--- config.mk ---
export PLATFORM = sky130hd
export DESIGN_NAME = hex_sum_bcd_display_flat
export DESIGN_NICKNAME = d
export VERILOG_FILES = /design/src/rtl/hex_sum_bcd_display_if.sv /design/src/rtl/hex_sum_bcd_display.sv /design/src/flat_wrapper.sv
export SDC_FILE = /design/constraint.sdc
export NUM_CORES = 1
export LEC_CHECK = 0
export CORE_UTILIZATION = 40
export CTS_BUF_LIST = sky130_fd_sc_hd__clkbuf_16
export DETAILED_ROUTE_END_ITERATION = 12
export GPL_TIMING_DRIVEN = 1
export PLACE_DENSITY_LB_ADDON = 0.2
export SYNTH_ARGS = -nofsm -noshare
export SYNTH_HDL_FRONTEND = slang
export SYNTH_SLANG_ARGS = --single-unit
export TNS_END_PERCENT = 5
--- constraint.sdc ---
create_clock -name clk -period 1.99 [get_ports clk]
set_input_delay 0.199 -clock clk [delete_from_list [all_inputs] [get_ports clk]]
set_output_delay 0.199 -clock clk [all_outputs]
set_load 0.05 [all_outputs]
--- src/rtl/hex_sum_bcd_display_if.sv ---
// hex_sum_bcd_display_if
//
// Bundles the conversion handshake, the result and the display drive of
// hex_sum_bcd_display so that the block and its driver share one port.
//
// Signals:
//   start   driver -> block  request conversion of bin_in
//   bin_in  driver -> block  7-bit binary value (0..127)
//   busy    block -> driver  conversion in progress
//   done    block -> driver  single-cycle pulse when bcd updates
//   bcd     block -> driver  {hundreds, tens, ones}, last completed result
//   seg     block -> driver  {g,f,e,d,c,b,a}, active-low segments
//   an      block -> driver  active-low digit enables (an[0] = ones)
//
// Modports:
//   master  the producer of start/bin_in (upstream stage or testbench)
//   slave   the converter/display block itself
interface hex_sum_bcd_display_if;
    logic        start;
    logic [6:0]  bin_in;
    logic        busy;
    logic        done;
    logic [11:0] bcd;
    logic [6:0]  seg;
    logic [2:0]  an;

    modport master (
        output start, bin_in,
        input  busy, done, bcd, seg, an
    );

    modport slave (
        input  start, bin_in,
        output busy, done, bcd, seg, an
    );
endinterface

--- src/rtl/hex_sum_bcd_display.sv ---
// hex_sum_bcd_display
//
// Converts the 7-bit digit sum (0..127) into three BCD digits with an
// iterative shift-add-3 (double-dabble) engine, holds the last completed
// result, and scans it onto a 3-digit active-low 7-segment display with
// leading-zero blanking.
//
// Parameters:
//   SCAN_DIV  cycles each digit stays enabled before the scan advances
//
// Ports:
//   clk  system clock, rising edge
//   rst  asynchronous, active-high reset
//   bus  hex_sum_bcd_display_if.slave:
//          start/bin_in in, busy/done/bcd/seg/an out
module hex_sum_bcd_display #(
    parameter int unsigned SCAN_DIV = 4
) (
    input  logic                  clk,
    input  logic                  rst,
    hex_sum_bcd_display_if.slave  bus
);

    typedef enum logic [1:0] {
        ST_IDLE  = 2'd0,
        ST_SHIFT = 2'd1,
        ST_DONE  = 2'd2
    } state_t;

    localparam logic [6:0]  SEG_BLANK = 7'b1111111;
    localparam logic [15:0] SCAN_LAST = 16'(SCAN_DIV - 1);

    // ------------------------------------------------------------------
    // Conversion engine
    // ------------------------------------------------------------------
    state_t      state;
    logic        busy_q;
    logic        done_q;
    logic [11:0] bcd_q;
    logic [11:0] scratch;      // BCD accumulator being built
    logic [6:0]  shreg;        // binary bits still to be shifted in
    logic [2:0]  count;        // shifts remaining

    logic [11:0] adjusted;
    logic [11:0] scratch_next;

    // Add 3 to every nibble >= 5 so that the following left shift
    // carries correctly into the next decimal digit.
    always_comb begin
        // NOTE: every always_comb output gets a default first so that no
        // path leaves it unassigned and a latch is never inferred.
        adjusted = scratch;
        for (int i = 0; i < 3; i++) begin
            if (scratch[i*4 +: 4] >= 4'd5) begin
                adjusted[i*4 +: 4] = scratch[i*4 +: 4] + 4'd3;
            end
        end
        scratch_next = {adjusted[10:0], shreg[6]};
    end

    always_ff @(posedge clk or posedge rst) begin
        if (rst) begin
            state   <= ST_IDLE;
            busy_q  <= 1'b0;
            done_q  <= 1'b0;
            bcd_q   <= 12'h000;
            scratch <= 12'h000;
            shreg   <= 7'd0;
            count   <= 3'd0;
        end else begin
            // NOTE: state registers use non-blocking assignments so every
            // register samples the pre-edge values of its neighbours.
            done_q <= 1'b0;
            case (state)
                // DONE accepts start like IDLE so conversions can run
                // back to back without an idle gap.
                ST_IDLE, ST_DONE: begin
                    busy_q <= 1'b0;
                    if (bus.start) begin
                        shreg   <= bus.bin_in;
                        scratch <= 12'h000;
                        count   <= 3'd7;
                        busy_q  <= 1'b1;
                        state   <= ST_SHIFT;
                    end else begin
                        state <= ST_IDLE;
                    end
                end

                ST_SHIFT: begin
                    scratch <= scratch_next;
                    shreg   <= {shreg[5:0], 1'b0};
                    count   <= count - 3'd1;
                    // The 7th shift publishes its own result directly so
                    // bcd is valid on the same edge that enters DONE.
                    if (count == 3'd1) begin
                        bcd_q  <= scratch_next;
                        busy_q <= 1'b0;
                        done_q <= 1'b1;
                        state  <= ST_DONE;
                    end
                end

                default: begin
                    busy_q <= 1'b0;
                    state  <= ST_IDLE;
                end
            endcase
        end
    end

    // ------------------------------------------------------------------
    // Display scan
    // ------------------------------------------------------------------
    logic [15:0] scan_cnt;
    logic [1:0]  digit_idx;
    logic [1:0]  idx_next;
    logic [6:0]  seg_q;
    logic [2:0]  an_q;

    function automatic logic [6:0] seg_encode(input logic [3:0] digit);
        logic [6:0] code;
        case (digit)
            4'd0:    code = 7'b1000000;
            4'd1:    code = 7'b1111001;
            4'd2:    code = 7'b0100100;
            4'd3:    code = 7'b0110000;
            4'd4:    code = 7'b0011001;
            4'd5:    code = 7'b0010010;
            4'd6:    code = 7'b0000010;
            4'd7:    code = 7'b1111000;
            4'd8:    code = 7'b0000000;
            4'd9:    code = 7'b0010000;
            default: code = SEG_BLANK;
        endcase
        return code;
    endfunction

    // Segment pattern for one digit slot, with leading zeros blanked.
    // Ones always shows; tens blanks only when hundreds is also zero.
    function automatic logic [6:0] slot_seg(input logic [1:0]  idx,
                                            input logic [11:0] value);
        logic [3:0] hun;
        logic [3:0] ten;
        logic [3:0] one;
        logic [6:0] code;
        hun = value[11:8];
        ten = value[7:4];
        one = value[3:0];
        case (idx)
            2'd1:    code = (hun == 4'd0 && ten == 4'd0) ? SEG_BLANK : seg_encode(ten);
            2'd2:    code = (hun == 4'd0) ? SEG_BLANK : seg_encode(hun);
            default: code = seg_encode(one);
        endcase
        return code;
    endfunction

    function automatic logic [2:0] an_decode(input logic [1:0] idx);
        logic [2:0] enables;
        case (idx)
            2'd1:    enables = 3'b101;
            2'd2:    enables = 3'b011;
            default: enables = 3'b110;
        endcase
        return enables;
    endfunction

    assign idx_next = (digit_idx == 2'd2) ? 2'd0 : digit_idx + 2'd1;

    // seg and an are loaded together only on the wrap edge, so a bcd
    // update mid-scan appears at the next digit change and never splits
    // a digit slot.
    always_ff @(posedge clk or posedge rst) begin
        if (rst) begin
            scan_cnt  <= 16'd0;
            digit_idx <= 2'd0;
            an_q      <= 3'b110;
            seg_q     <= 7'b1000000;
        end else if (scan_cnt == SCAN_LAST) begin
            scan_cnt  <= 16'd0;
            digit_idx <= idx_next;
            an_q      <= an_decode(idx_next);
            seg_q     <= slot_seg(idx_next, bcd_q);
        end else begin
            scan_cnt <= scan_cnt + 16'd1;
        end
    end

    assign bus.busy = busy_q;
    assign bus.done = done_q;
    assign bus.bcd  = bcd_q;
    assign bus.seg  = seg_q;
    assign bus.an   = an_q;

endmodule

--- src/flat_wrapper.sv ---
// flat-port wrapper written by rule: the top's interface ports become plain ports
module hex_sum_bcd_display_flat 
#(
    parameter int unsigned SCAN_DIV = 4
)
  (clk, rst, bus_start, bus_bin_in, bus_busy, bus_done, bus_bcd, bus_seg, bus_an);
  hex_sum_bcd_display_if bus_i ();
  input  logic clk;
  input  logic rst;
  input wire logic [$bits(bus_i.start)-1:0] bus_start;
  input wire logic [$bits(bus_i.bin_in)-1:0] bus_bin_in;
  output wire logic [$bits(bus_i.busy)-1:0] bus_busy;
  output wire logic [$bits(bus_i.done)-1:0] bus_done;
  output wire logic [$bits(bus_i.bcd)-1:0] bus_bcd;
  output wire logic [$bits(bus_i.seg)-1:0] bus_seg;
  output wire logic [$bits(bus_i.an)-1:0] bus_an;
  assign bus_i.start = bus_start;
  assign bus_i.bin_in = bus_bin_in;
  assign bus_busy = bus_i.busy;
  assign bus_done = bus_i.done;
  assign bus_bcd = bus_i.bcd;
  assign bus_seg = bus_i.seg;
  assign bus_an = bus_i.an;
  hex_sum_bcd_display #(.SCAN_DIV(SCAN_DIV)) u_core (.clk(clk), .rst(rst), .bus(bus_i));
endmodule
After elaboration in Yosys (flattened, before gate mapping)
Memories as Yosys holds them, arrays and structs flattened.
Index checks and enable logic that the tools add are counted.

word-level totals
  RAM bits = 0
  ROM bits = 336
  output and inout port bits = 24
  memories = 3
  latch bits = 0
  logic and storage cells = 63
  flip-flop bits (word level) = 66

operators by class
  multiply operators = 0
  divide/modulo/power cells = 0
  add/subtract/negate cells = 6
  shift-type cells = 0
  equal/unequal tests = 9
  bitwise logic cells = 0
  reductions and logical operators = 8
  $lt $le $gt $ge = 3
  mux-type cells = 23

memory list
  memory            depth  width  read ports  clocked after Yosys merged registers in  write ports  line                        RTL
  (name not given)  16     7      1           0                                        0            hex_sum_bcd_display.sv:123  case (digit)
  (name not given)  16     7      1           0                                        0            hex_sum_bcd_display.sv:123
  (name not given)  16     7      1           0                                        0            hex_sum_bcd_display.sv:123

operator list
  cell                   number
  $pmux 7 s2             2
  $pmux 12 s2            1
  $mux 7                 3
  $add 16x1->16 const B  1
  $eq 16x2->1 const B    1
  $mux 16                1
  $ge 4x3->1 const B     3
  $mux 12                1
  $pmux 3 s2             2
  $add 4x2->4 const B    2
  $logic_not 4->1        2
  $mux 4                 2
  $eq 2x2->1 const B     3
  $mux 3                 2
  $mux 1                 5
  $eq 2x1->1 const B     2
  $mux 2                 2
  $pmux 2 s2             1
  $reduce_and 2->1       2
  $add 3x2->3 const B    1
  $eq 3x1->1 const B     1
  $sub 3x1->3 const B    1
  $add 2x1->2 const B    1
  $logic_not 2->1        1
  6 further kinds        6

Depth between registers and ports, before layout
Gate-level depths: netlist of the first run.

  word-level depth = 4
  depth in mapped cells = 8
  depth with buffers taken out = 7

Worst setup path after synthesis of the first run
OpenSTA, ideal clock, no wires.

  kind = reg2reg
  start = register u_core.bcd_q[9], in the netlist u_core.bus.bcd[9]
  end = register u_core.seg_q[1], in the netlist u_core.bus.seg[1]
  path slack = -129 ps
  cell stages (with the launch flop) = 9
  data required time = 1,851 ps
  period minus slack after synthesis = 2,119 ps
  buffers on the path = 1
  arrival = 1,980 ps
  library setup time = 139 ps
  cells stage by stage = dfrtp_1 -> inv_1 -> ha_1 -> clkbuf_1 -> mux2_2 -> nor2_1 -> nor3b_1 -> o311ai_0 -> o21ai_0

on the way
  word-level cells in the longest chain between the ends = 4
  elaborated cells on any way between the ends = 6
  classes of those cells = 3 x mux; 2 x reduce/logical; 1 x memory

RTL lines
  item                                                  line                        RTL
  from (decl)                                           hex_sum_bcd_display.sv:39   logic [11:0] bcd_q;
  from (signal assigned)                                hex_sum_bcd_display.sv:97   bcd_q <= scratch_next;
  branches (longest 3 deep; another with $mem_v2 16x7)  --
  $pmux 7 s2 *                                          hex_sum_bcd_display.sv:150  case (idx)
  to (signal assigned)                                  hex_sum_bcd_display.sv:183  seg_q <= slot_seg(idx_next, bcd_q);
  to (decl)                                             hex_sum_bcd_display.sv:118  logic [6:0] seg_q;

Every way passes the cells marked *.
A chain may end at the register's enable or synchronous reset.

Worst setup path in the final report of the first run
  start = register u_core.bcd_q[2], in the netlist u_core.bus.bcd[2]
  end = output bus_bcd[2]

RTL lines
  item       line                RTL
  to (decl)  flat_wrapper.sv:14  output wire logic [$bits(bus_i.bcd)-1:0] bus_bcd;

No word-level cell between the ends.

==> metrics, run 1 <==
Avg Synthesized Cell Area 9.33 µm²; storage element area ~1700 µm²; H-tree levels 3; n_diodes 0; IR Drop Worst-Case VDD 905 µV; cts repair resizes 0; Setup TNS 0 ns; Post-Syn Nets ~430; # DRC 3; EDFF count, synth 0; # Post-CTS Setup Buffers 0; io pins 34; TritonCTS clock tree done; crit-path max FO 11; Compound-Gate Fraction of Synth Area 15.4%; CP Cell Sequence clkdlybuf4s50_1; Crit. End Element primary output; failing checks DRC; mux cell area share after synthesis under 10%; HP Class in2async; WS Path Type reg2out; Netlist cell types 52; Slew Limit Fails 0; Final Hold Viols 0; worst r2r src u_core.bus.bcd[8]; Final setup viols 0; gp weighted congestion 0.812; PwrDens 1590 nW/µm²; GRT Overall Usage 17.3%; fraction of the cycle the final worst path needs 96.5%; max-cap violations 0; starting DRC count in detailed routing 98; grt ovf 0; Final Critical Period 1.92 ns; Synth Cell Area between 3000 and 4000 µm²; crit-path max cell delay 0.87 ns; layout cells sized above 1 12.7%; non-filler cells, final 548; post-place instance area ~4200 µm²; Synth Area in XOR/XNOR 4.05%; starting density of the core 41.8%; IO Port Bufs 33; Slew @ Worst Pin 0.528 ns; largest net degree at the start of global routing 67; YS warnings 0; kind of cell adding the most delay to the critical path buffers and inverters; status finished with violations; Simple-Gate Fraction of Synth Area 19.2%; # hold bufs at CTS 0; fin area ~4500 µm²; TritonCTS buffer count 9; multi-input logic area approximately 1800 µm²; reg-to-reg endpoint u_core.bus.seg[5]; TritonRoute pass-1 iters 8; wire length per cell roughly 14 µm; Clock Sinks 66; reg2reg path depth 7; CORE AREA between 8000 and 9000 µm²; Post-Synth Adder-Cell Area 8.17%; Buf/Inv on CP 1; # fillers around 810; clock buffer depth 2; Total Nets Final 469; total wire length 7.47 mm; CP Data Arrival Time 1.72 ns; CP Launch Type register; Max Fclk 520 MHz; CP Data Required Time 1.79 ns; placed cell count ~530; R2R setup slack 0.27 ns; Seq cells post-synth 66; Seq/Total Area, Yosys a little under half; clock latency at the later pin of the worst-skew pair 0.33 ns; Die Y approximately 98 µm; RSZ-0062 raised after global routing no; Std-Cell Rows 34; vias in the first global route approximately 2800; first-pass GRT wire length 13.2 mm; Primary FF master, synth dfrtp_1; Synth Instances 394; Horiz. Die Dim just under 100 µm; Final Skew around 0.0076 ns; layout overhead on the synthesized area 21.7%; root buffer cell clkbuf_16; largest family of logic cells by synthesized area simple AND/OR/NAND/NOR gates; Worst slew margin 64.7%; slowest library cell on the worst path clkdlybuf4s50_1; initial antenna violation count 0; dpl hpwl around 5.3 mm; Post-synth ARST share 100%; die area 9580 µm²; vias per cell 5.20; total vias in the final route 2851; static leakage 2.00 nW; Worst-path clk slew 0.06 ns; Detail Route Antenna Nets 0
==> stage by stage <==
step | setup WS (ns) | hold WS, ns | util [%] | power [W]
after floorplan | -0.00488 | 0.339 | - | 0.00459
after global placement | 0.254 | 0.458 | 47.5 | 0.00550
after detailed placement | 0.211 | 0.458 | 47.5 | 0.00557
after CTS | 0.0588 | 0.268 | 50.8 | 0.00717
after global routing | 0.00843 | 0.303 | 50.8 | 0.00764
final | 0.0687 | 0.255 | 50.8 | 0.00710
==> cell usage after synthesis, types with 3 or more instances <==
cell type,count,area (µm²)
mux2i_1,3,30.0
nand4_1,4,25.0
o22ai_1,3,18.8
nand2_1,48,180
nor3b_1,5,37.5
nor2_1,34,128
dfrtp_1,63,1580
nand2b_1,11,68.8
buf_2,5,25.0
clkbuf_1,10,37.5
nor3_1,7,35.0
xor2_1,4,35.0
nand3_1,10,50.1
o21ai_0,32,160
inv_1,23,86.3
a21oi_1,27,135
nor2b_1,8,50.1
a31oi_1,11,68.8
mux2_2,6,67.6
dfstp_2,3,78.8
xnor2_1,13,114
ha_1,24,300
a22o_1,4,35.0
==> per-layer routing <==
metal	part of all wire [%]	GRT usage (%)	wire, µm
met5	0	0	0
met4	2.6	9.44	197
met3	2.9	3.51	218
met2	47	27.8	3530
met1	47	21.9	3530
==> worst max path at each step <==
stage / from / end / slack, ns / depth (start not counted)
floorplan: rst / u_core.bus.bcd[8] / -0.005 / 1
global placement: u_core.bus.bcd[8] / u_core.bus.seg[1] / 0.25 / 7
detailed placement: u_core.bus.bcd[8] / u_core.bus.seg[1] / 0.21 / 7
CTS: u_core.bus.bcd[2] / bus_bcd[2] / 0.06 / 1
global route: u_core.bus.bcd[2] / bus_bcd[2] / 0.008 / 1
finish: u_core.bus.bcd[2] / bus_bcd[2] / 0.07 / 1
==> placed cells by master (no fill, tap or decap), drive strengths merged, types with 2 or more instances in the layout <==
master	netlist	final
xor2	4	4
clkbuf	10	9
nand2	48	48
inv	23	24
nor2	35	35
nand3	11	11
clkinv	0	4
buf	9	20
clkdlybuf4s50	0	29
a221oi	2	2
ha	24	24
nand2b	11	11
nor2b	8	8
dfstp	3	3
nor4	3	3
nor3b	5	5
a21oi	28	28
dfrtp	63	63
a31oi	11	11
a211o	2	2
mux2	7	7
a22o	4	4
mux2i	3	3
o221ai	2	2
and3	3	3
and4	2	2
o21ai	34	34
nand4	5	5
xnor2	13	13
nor3	7	7
o22ai	3	3
==> cell families after synthesis <==
kind of cell             count (synthesis)
flip-flops                              66
buffers and inverters                   42
AND/OR/NAND/NOR                        140
adder cells (fa/ha/maj)                 24
multiplexers                            10
AO/OA/AOI/OAI                           95
XOR/XNOR                                17
==> state kept, by name, indices dropped and copies added, names as in the netlist <==
register          cells
u_core.bus.bcd       12
u_core.bus.an         3
u_core.scratch       12
u_core.bus.seg        7
u_core.shreg          7
u_core.scan_cnt      16
u_core.count          3
u_core.state          2
u_core.bus.busy       1
u_core.digit_idx      2
u_core.bus.done       1
==> final cells by class <==
| type | count | share of cell area, % |
|---|---|---|
| sequential | 66 | 37.1 |
| timing repair buffer | 49 | 10.4 |
| tap | 108 | 3.02 |
| inverter | 23 | 1.93 |
| clock inverter | 7 | 1.54 |
| multi-input combinational | 286 | 41.0 |
| clock buffer | 9 | 5.03 |
==> power by group <==
part	internal [W]	total [W]	switching, W	leakage [nW]
clock network	0.000966	0.00156	0.000599	0.143
registers	0.00175	0.00219	0.000440	0.838
logic	0.00132	0.00335	0.00202	1.02
Note: power is estimated with default switching activity, not from simulation.
==> inputs of run 2 (changes only) <==
--- a/config.mk
+++ b/config.mk
@@ -5,9 +5,10 @@
 export SDC_FILE = /design/constraint.sdc
 export NUM_CORES = 1
 export LEC_CHECK = 0
-export CORE_UTILIZATION = 40
+export CORE_UTILIZATION = 45
 export CTS_BUF_LIST = sky130_fd_sc_hd__clkbuf_16
 export DETAILED_ROUTE_END_ITERATION = 12
+export GPL_ROUTABILITY_DRIVEN = 1
 export GPL_TIMING_DRIVEN = 1
 export PLACE_DENSITY_LB_ADDON = 0.2
 export SYNTH_ARGS = -nofsm -noshare
==> run 2 against run 1 <==
Effect of this change:
- the flow now finishes without violations
- worst setup slack worse by 0.0074 ns
- total power is 1.6% higher
- clock power is 11% higher
- flip-flop and latch count stayed put
- critical path depth stayed put
- cell count is 1.1% lower
- die area is 11% lower
==> metrics, run 2 (synthesis results as in run 1) <==
Horiz. Die Dim 92.4 µm; die area 8540 µm²; CP Data Arrival Time 1.73 ns; crit-path max cell delay 0.87 ns; first-pass GRT wire length 12.8 mm; max reg flops 16; fraction of the cycle the final worst path needs a little over nine tenths; IO Port Bufs 33; Internal Pwr Total 0.00415 W; multi-input logic area 1840 µm²; final core occ approximately 58%; starting density of the core 47.1%; reg-to-reg endpoint u_core.digit_idx[1]; status finished, final reports clean; kind of cell adding the most delay to the critical path buffers and inverters; max-cap violations 0; TritonCTS clock tree done; Final Hold Viols 0; Final Skew 0.00680 ns; n_diodes 0; Clock Sinks 66; starting DRC count in detailed routing 84; Worst-path clk slew 0.06 ns; Buf/Inv on CP 1; reg2reg path depth 5; R2R setup slack 0.16 ns; vias per cell 5.34; # fillers just under 700; Std-Cell Rows 32; Slew Limit Fails 0; Crit. End Element primary output; clock buffer depth 2; # DRC 0; io pins 34; vias in the first global route 2754; worst r2r src u_core.scan_cnt[1]; Detail Route Antenna Nets 0; Final setup viols 0; leading cell type in the layout, fill and taps excluded dfrtp_1; TritonCTS buffer count 9; most frequent cells in the layout 60 x dfrtp_1, 48 x nand2_1, 34 x nor2_1, 32 x o21ai_0, 29 x clkdlybuf4s50_1; H-tree levels 3; layout cells sized above 1 12.7%; HP Class in2async; initial antenna violation count 0; static leakage 2.03 nW; Top reg by flops u_core.scan_cnt; Crit path depth 1; RSZ-0062 raised after global routing no; CP Data Required Time 1.79 ns; clock group share of total power 24.0%; TritonRoute pass-1 iters 4; CP Cell Sequence clkdlybuf4s50_1; crit-path max FO 11; largest net degree at the start of global routing 26; total vias in the final route 2895; CP Launch Type register; IR Drop Worst-Case VDD 715 µV; WS Path Type reg2out; GRT Overall Usage 18.9%; CORE AREA ~7800 µm²; dpl hpwl 5.35 mm; post-route total power 0.00721 W; PwrDens around 1600 nW/µm²; wire length per cell roughly 14 µm; share of power burned in registers a little under a third; Slew @ Worst Pin ~0.85 ns; Total Nets Final 469; logic gate share of total power 45.5%; Worst slew margin 43.0%; clock latency at the later pin of the worst-skew pair 0.33 ns; Setup TNS 0 ns; storage element area 1660 µm²; gp weighted congestion 0.783; grt ovf 0; root buffer cell clkbuf_16; sw power 0.00307 W; slowest library cell on the worst path clkdlybuf4s50_1; Final Critical Period 1.93 ns; Max Fclk slightly above 500 MHz; layout overhead on the synthesized area 22.6%; Die Y 92.4 µm; switching part of the total 42.5%; total wire length 7.40 mm
## run 2: layer usage
layer	up-vias	GRT usage (%)	part of all wire (%)
met5	-	0	0
met4	0	7.55	1.3
met2	53	30.1	47
li1	1451	-	-
met1	1383	25.1	48
met3	8	3.86	3.2
## run 2: what timing repair did
item / in CTS / in global routing
endpoints found under the setup margin: 1 / 2
gates resized for setup: 1 / 3
buffers inserted: 0 / 0
pin swaps: 0 / 0
hold buffers: 0 / 0
## run 2: layout make-up
cell class | instances | area share, %
inverters | 23 | 1.92
well taps | 102 | 2.83
multi-input cells | 286 | 40.7
clock buffers | 9 | 5.00
flip-flops and latches | 66 | 36.8
repair buffers | 49 | 10.5
clock inverters | 7 | 2.25
## run 2: power groups by stage
stage	sequential (W)	clock, W	combinational (W)
6_report	0.00220	0.00173	0.00328
5_1_grt	0.00228	0.00181	0.00365
3_5_place_dp	0.00222	0	0.00330
3_3_place_gp	0.00220	0	0.00322
2_1_floorplan	0.00268	0	0.00191
4_1_cts	0.00219	0.00176	0.00331
## run 2: how the worst max path moves through the flow
stage                       startpoint                  end  slack, ns
floorplan                          rst    u_core.bus.bcd[8]     -0.005
global placement     u_core.bus.bcd[5]    u_core.bus.seg[1]       0.17
detailed placement   u_core.bus.bcd[5]    u_core.bus.seg[1]       0.09
CTS                  u_core.bus.bcd[6]           bus_bcd[6]     0.0006
global route        u_core.scan_cnt[1]  u_core.digit_idx[1]      0.003
finish               u_core.bus.bcd[2]           bus_bcd[2]       0.06
## run 2: worst register-to-register path, stage by stage (launching register included)
cell and delay, ns:
dfrtp_1 0.44, ha_1 0.22, nor4b_1 0.23, and4_1 0.28, buf_12 0.18, mux2_2 0.36
## run 2: through the flow
| step | instance area [µm²] | hold slack (ns) | setup WS [ns] | instances |
|---|---|---|---|---|
| floorplan | 3680 | 0.339 | -0.00488 | 394 |
| global placement | 4180 | 0.460 | 0.166 | 526 |
| detailed placement | 4180 | 0.462 | 0.0942 | 526 |
| CTS | 4500 | 0.184 | 0.000572 | 542 |
| global route | 4510 | 0.221 | 0.00284 | 542 |
| finish | 4510 | 0.170 | 0.0612 | 542 |
==> inputs of run 3 (changes only) <==
--- a/config.mk
+++ b/config.mk
@@ -7,10 +7,12 @@
 export LEC_CHECK = 0
 export CORE_UTILIZATION = 45
 export CTS_BUF_LIST = sky130_fd_sc_hd__clkbuf_16
+export CTS_CLUSTER_DIAMETER = 200
 export DETAILED_ROUTE_END_ITERATION = 12
 export GPL_ROUTABILITY_DRIVEN = 1
 export GPL_TIMING_DRIVEN = 1
 export PLACE_DENSITY_LB_ADDON = 0.2
+export SLEW_MARGIN = 20
 export SYNTH_ARGS = -nofsm -noshare
 export SYNTH_HDL_FRONTEND = slang
 export SYNTH_SLANG_ARGS = --single-unit
==> results of run 3 <==
No change in the layout: final DEF, timing and power equal those of run 2.
==> RTL edit, RTL diff (config.mk and constraints of run 3) <==
The 3 states of `state_t` get a one-hot encoding in 3 bits.
--- a/src/rtl/hex_sum_bcd_display.sv
+++ b/src/rtl/hex_sum_bcd_display.sv
@@ -23,6 +23,6 @@
 
-    typedef enum logic [1:0] {
-        ST_IDLE  = 2'd0,
-        ST_SHIFT = 2'd1,
-        ST_DONE  = 2'd2
+    typedef enum logic [2:0] {
+        ST_IDLE  = 3'b001,
+        ST_SHIFT = 3'b010,
+        ST_DONE  = 3'b100
     } state_t;
Check against the original RTL: same outputs for any inputs over 10 cycles, from zero or initial values and one cycle with rst high; not proved beyond that.
==> RTL edit against run 3 <==
  * Final area down 1.8%
  * Routed wire length up 2.5%
  * Maximum frequency down 0.64%
  * Sequential cell count unchanged
  * Area after synthesis up 0.68%
  * Die area up 0.67%
  * Worst setup slack worse by 0.012 ns
Power is not compared: it rests on default switching activity, and its combinational part moved more than twofold at a synthesized area within 25%.
==> RTL edit: results (changes against run 3) <==
synth.distinct_cells: 55  # +5.8%
cpLargestDelayFamily: "buffers and inverters"
multi_input_area_um2: 1824  # -0.61%
synthTopCellsByCount: "dfrtp_1 (62), nand2_1 (33), nor2_1 (28), o21ai_1 (25), ha_1 (24)"
clock_skew_ns: 0.004345  # -0.002455 ns
largest_reg_flops: 16  # unchanged
fin_nets: 453  # -3.4%
drtIter0Drc: 111  # +32%
dp_cells: 510  # -3.0%
route.top_layer_used: "met4"
status: "finished clean"
wl_um: 7590  # +2.5%
grt_max_degree: 30  # +15%
clk_path_buf_depth: 2  # unchanged
met1_usage: 0.2559  # +0.004867
stdcell_count: 526  # -3.0%
fillers: 750  # +9.6%
gp_congestion: 0.8622  # +10%
synthTopCellsByArea: "dfrtp_1 (42%), ha_1 (8.1%), xnor2_1 (4.0%)"
antenna_found_initial: 0  # unchanged
placed_cell_area_um2: 4136  # -0.99%
grt_pass1_wl_um: 13230  # +3.3%
met2_length_um: 3636  # +3.6%
yosysSeqAreaShare: 0.4474  # -0.002705
via_count: 2802  # -3.2%
regMostFlops: "u_core.scan_cnt"
diodes: 0  # unchanged
gr-usage-met2: 0.3216  # +0.02037
critPathSlowestCell: "clkdlybuf4s50_1"
peakVddDrop_mv: 0.7228
drive_gt1_frac: 0.1392  # +0.01188
met1Wirelength_um: 3583  # +0.59%
syn-num-nets: 416  # -2.8%
max_slew.worst_pin.slew_ns: 0.5349  # -0.3163 ns
synth_cells: 382  # -3.0%
clk_pin_slew_ns: 0.05
use_met3: 0.05583  # +0.01724
drt_pass1_iterations: 4  # unchanged
crit_fanout: 9  # -2
place_ws_ns: 0.2040  # +0.1098 ns
hpwl_um: 5624  # +5.0%
grt_pass1_vias: 2733  # -0.76%
dr_wl_met3_um: 247  # +4.7%
worstPathArrival_ns: 1.74
grt_use_total: 0.1983  # +0.009415
clock_latency_ns: 0.33  # about the same
## RTL edit: changes by cell type in the layout (fill, tap and decap cells not counted), sizes merged, moves of 4 or more
cell    delta
a21oi      -7
nand2     -14
a31oi      -4
nor2b      -4
nand3      +7
xnor2      +4
nand2b     -4
o22ai      +9
## RTL edit: cells by family after synthesis
kind of cell    after synthesis  share of synthesized area
xor+xnor                     20                    0.04731
buf+inv                      43                    0.05982
simple gates                122                     0.1727
compound gates               99                     0.1683
fa+ha+maj                    24                    0.08111
flops                        66                     0.4474
mux                           8                    0.02332
## RTL edit: timing repair
action | CTS | global route
endpoints found under the setup margin | 0 | 1
hold buffers | 0 | 0
gates resized for setup | 0 | 1
## RTL edit: area by class of cell
cell class	instances	area share
Multi-Input combinational cell	273	0.4123
Sequential cell	66	0.3750
Timing Repair Buffer	45	0.09898
Clock buffer	9	0.05091
Tap cell	102	0.02885
Inverter	24	0.02036
Clock inverter	7	0.01357
## RTL edit: worst paths after layout
| kind | from | endpoint | slack [ns] | cells past startpoint |
|---|---|---|---|---|
| setup reg to reg | u_core.scan_cnt[0] | u_core.bus.an[1] | 0.19 | 6 |
| hold / removal | rst | u_core.shreg[4] | 0.20 | 2 |
| setup / recovery | u_core.bus.bcd[5] | bus_bcd[5] | 0.05 | 1 |
| hold reg to reg | u_core.scan_cnt[15] | u_core.scan_cnt[15] | 0.47 | 1 |
| min in group clk | bus_bin_in[0] | u_core.shreg[0] | 0.43 | 3 |
| max in group asynchronous | rst | u_core.bus.an[1] | 1.25 | 3 |
## RTL edit: power breakdown
| group | internal, W | switching, W |
|---|---|---|
| logic | 0.000451 | 0.000712 |
| registers | 0.00154 | 0.000162 |
| clock network | 0.000953 | 0.000576 |
| total | 0.00294 | 0.00145 |
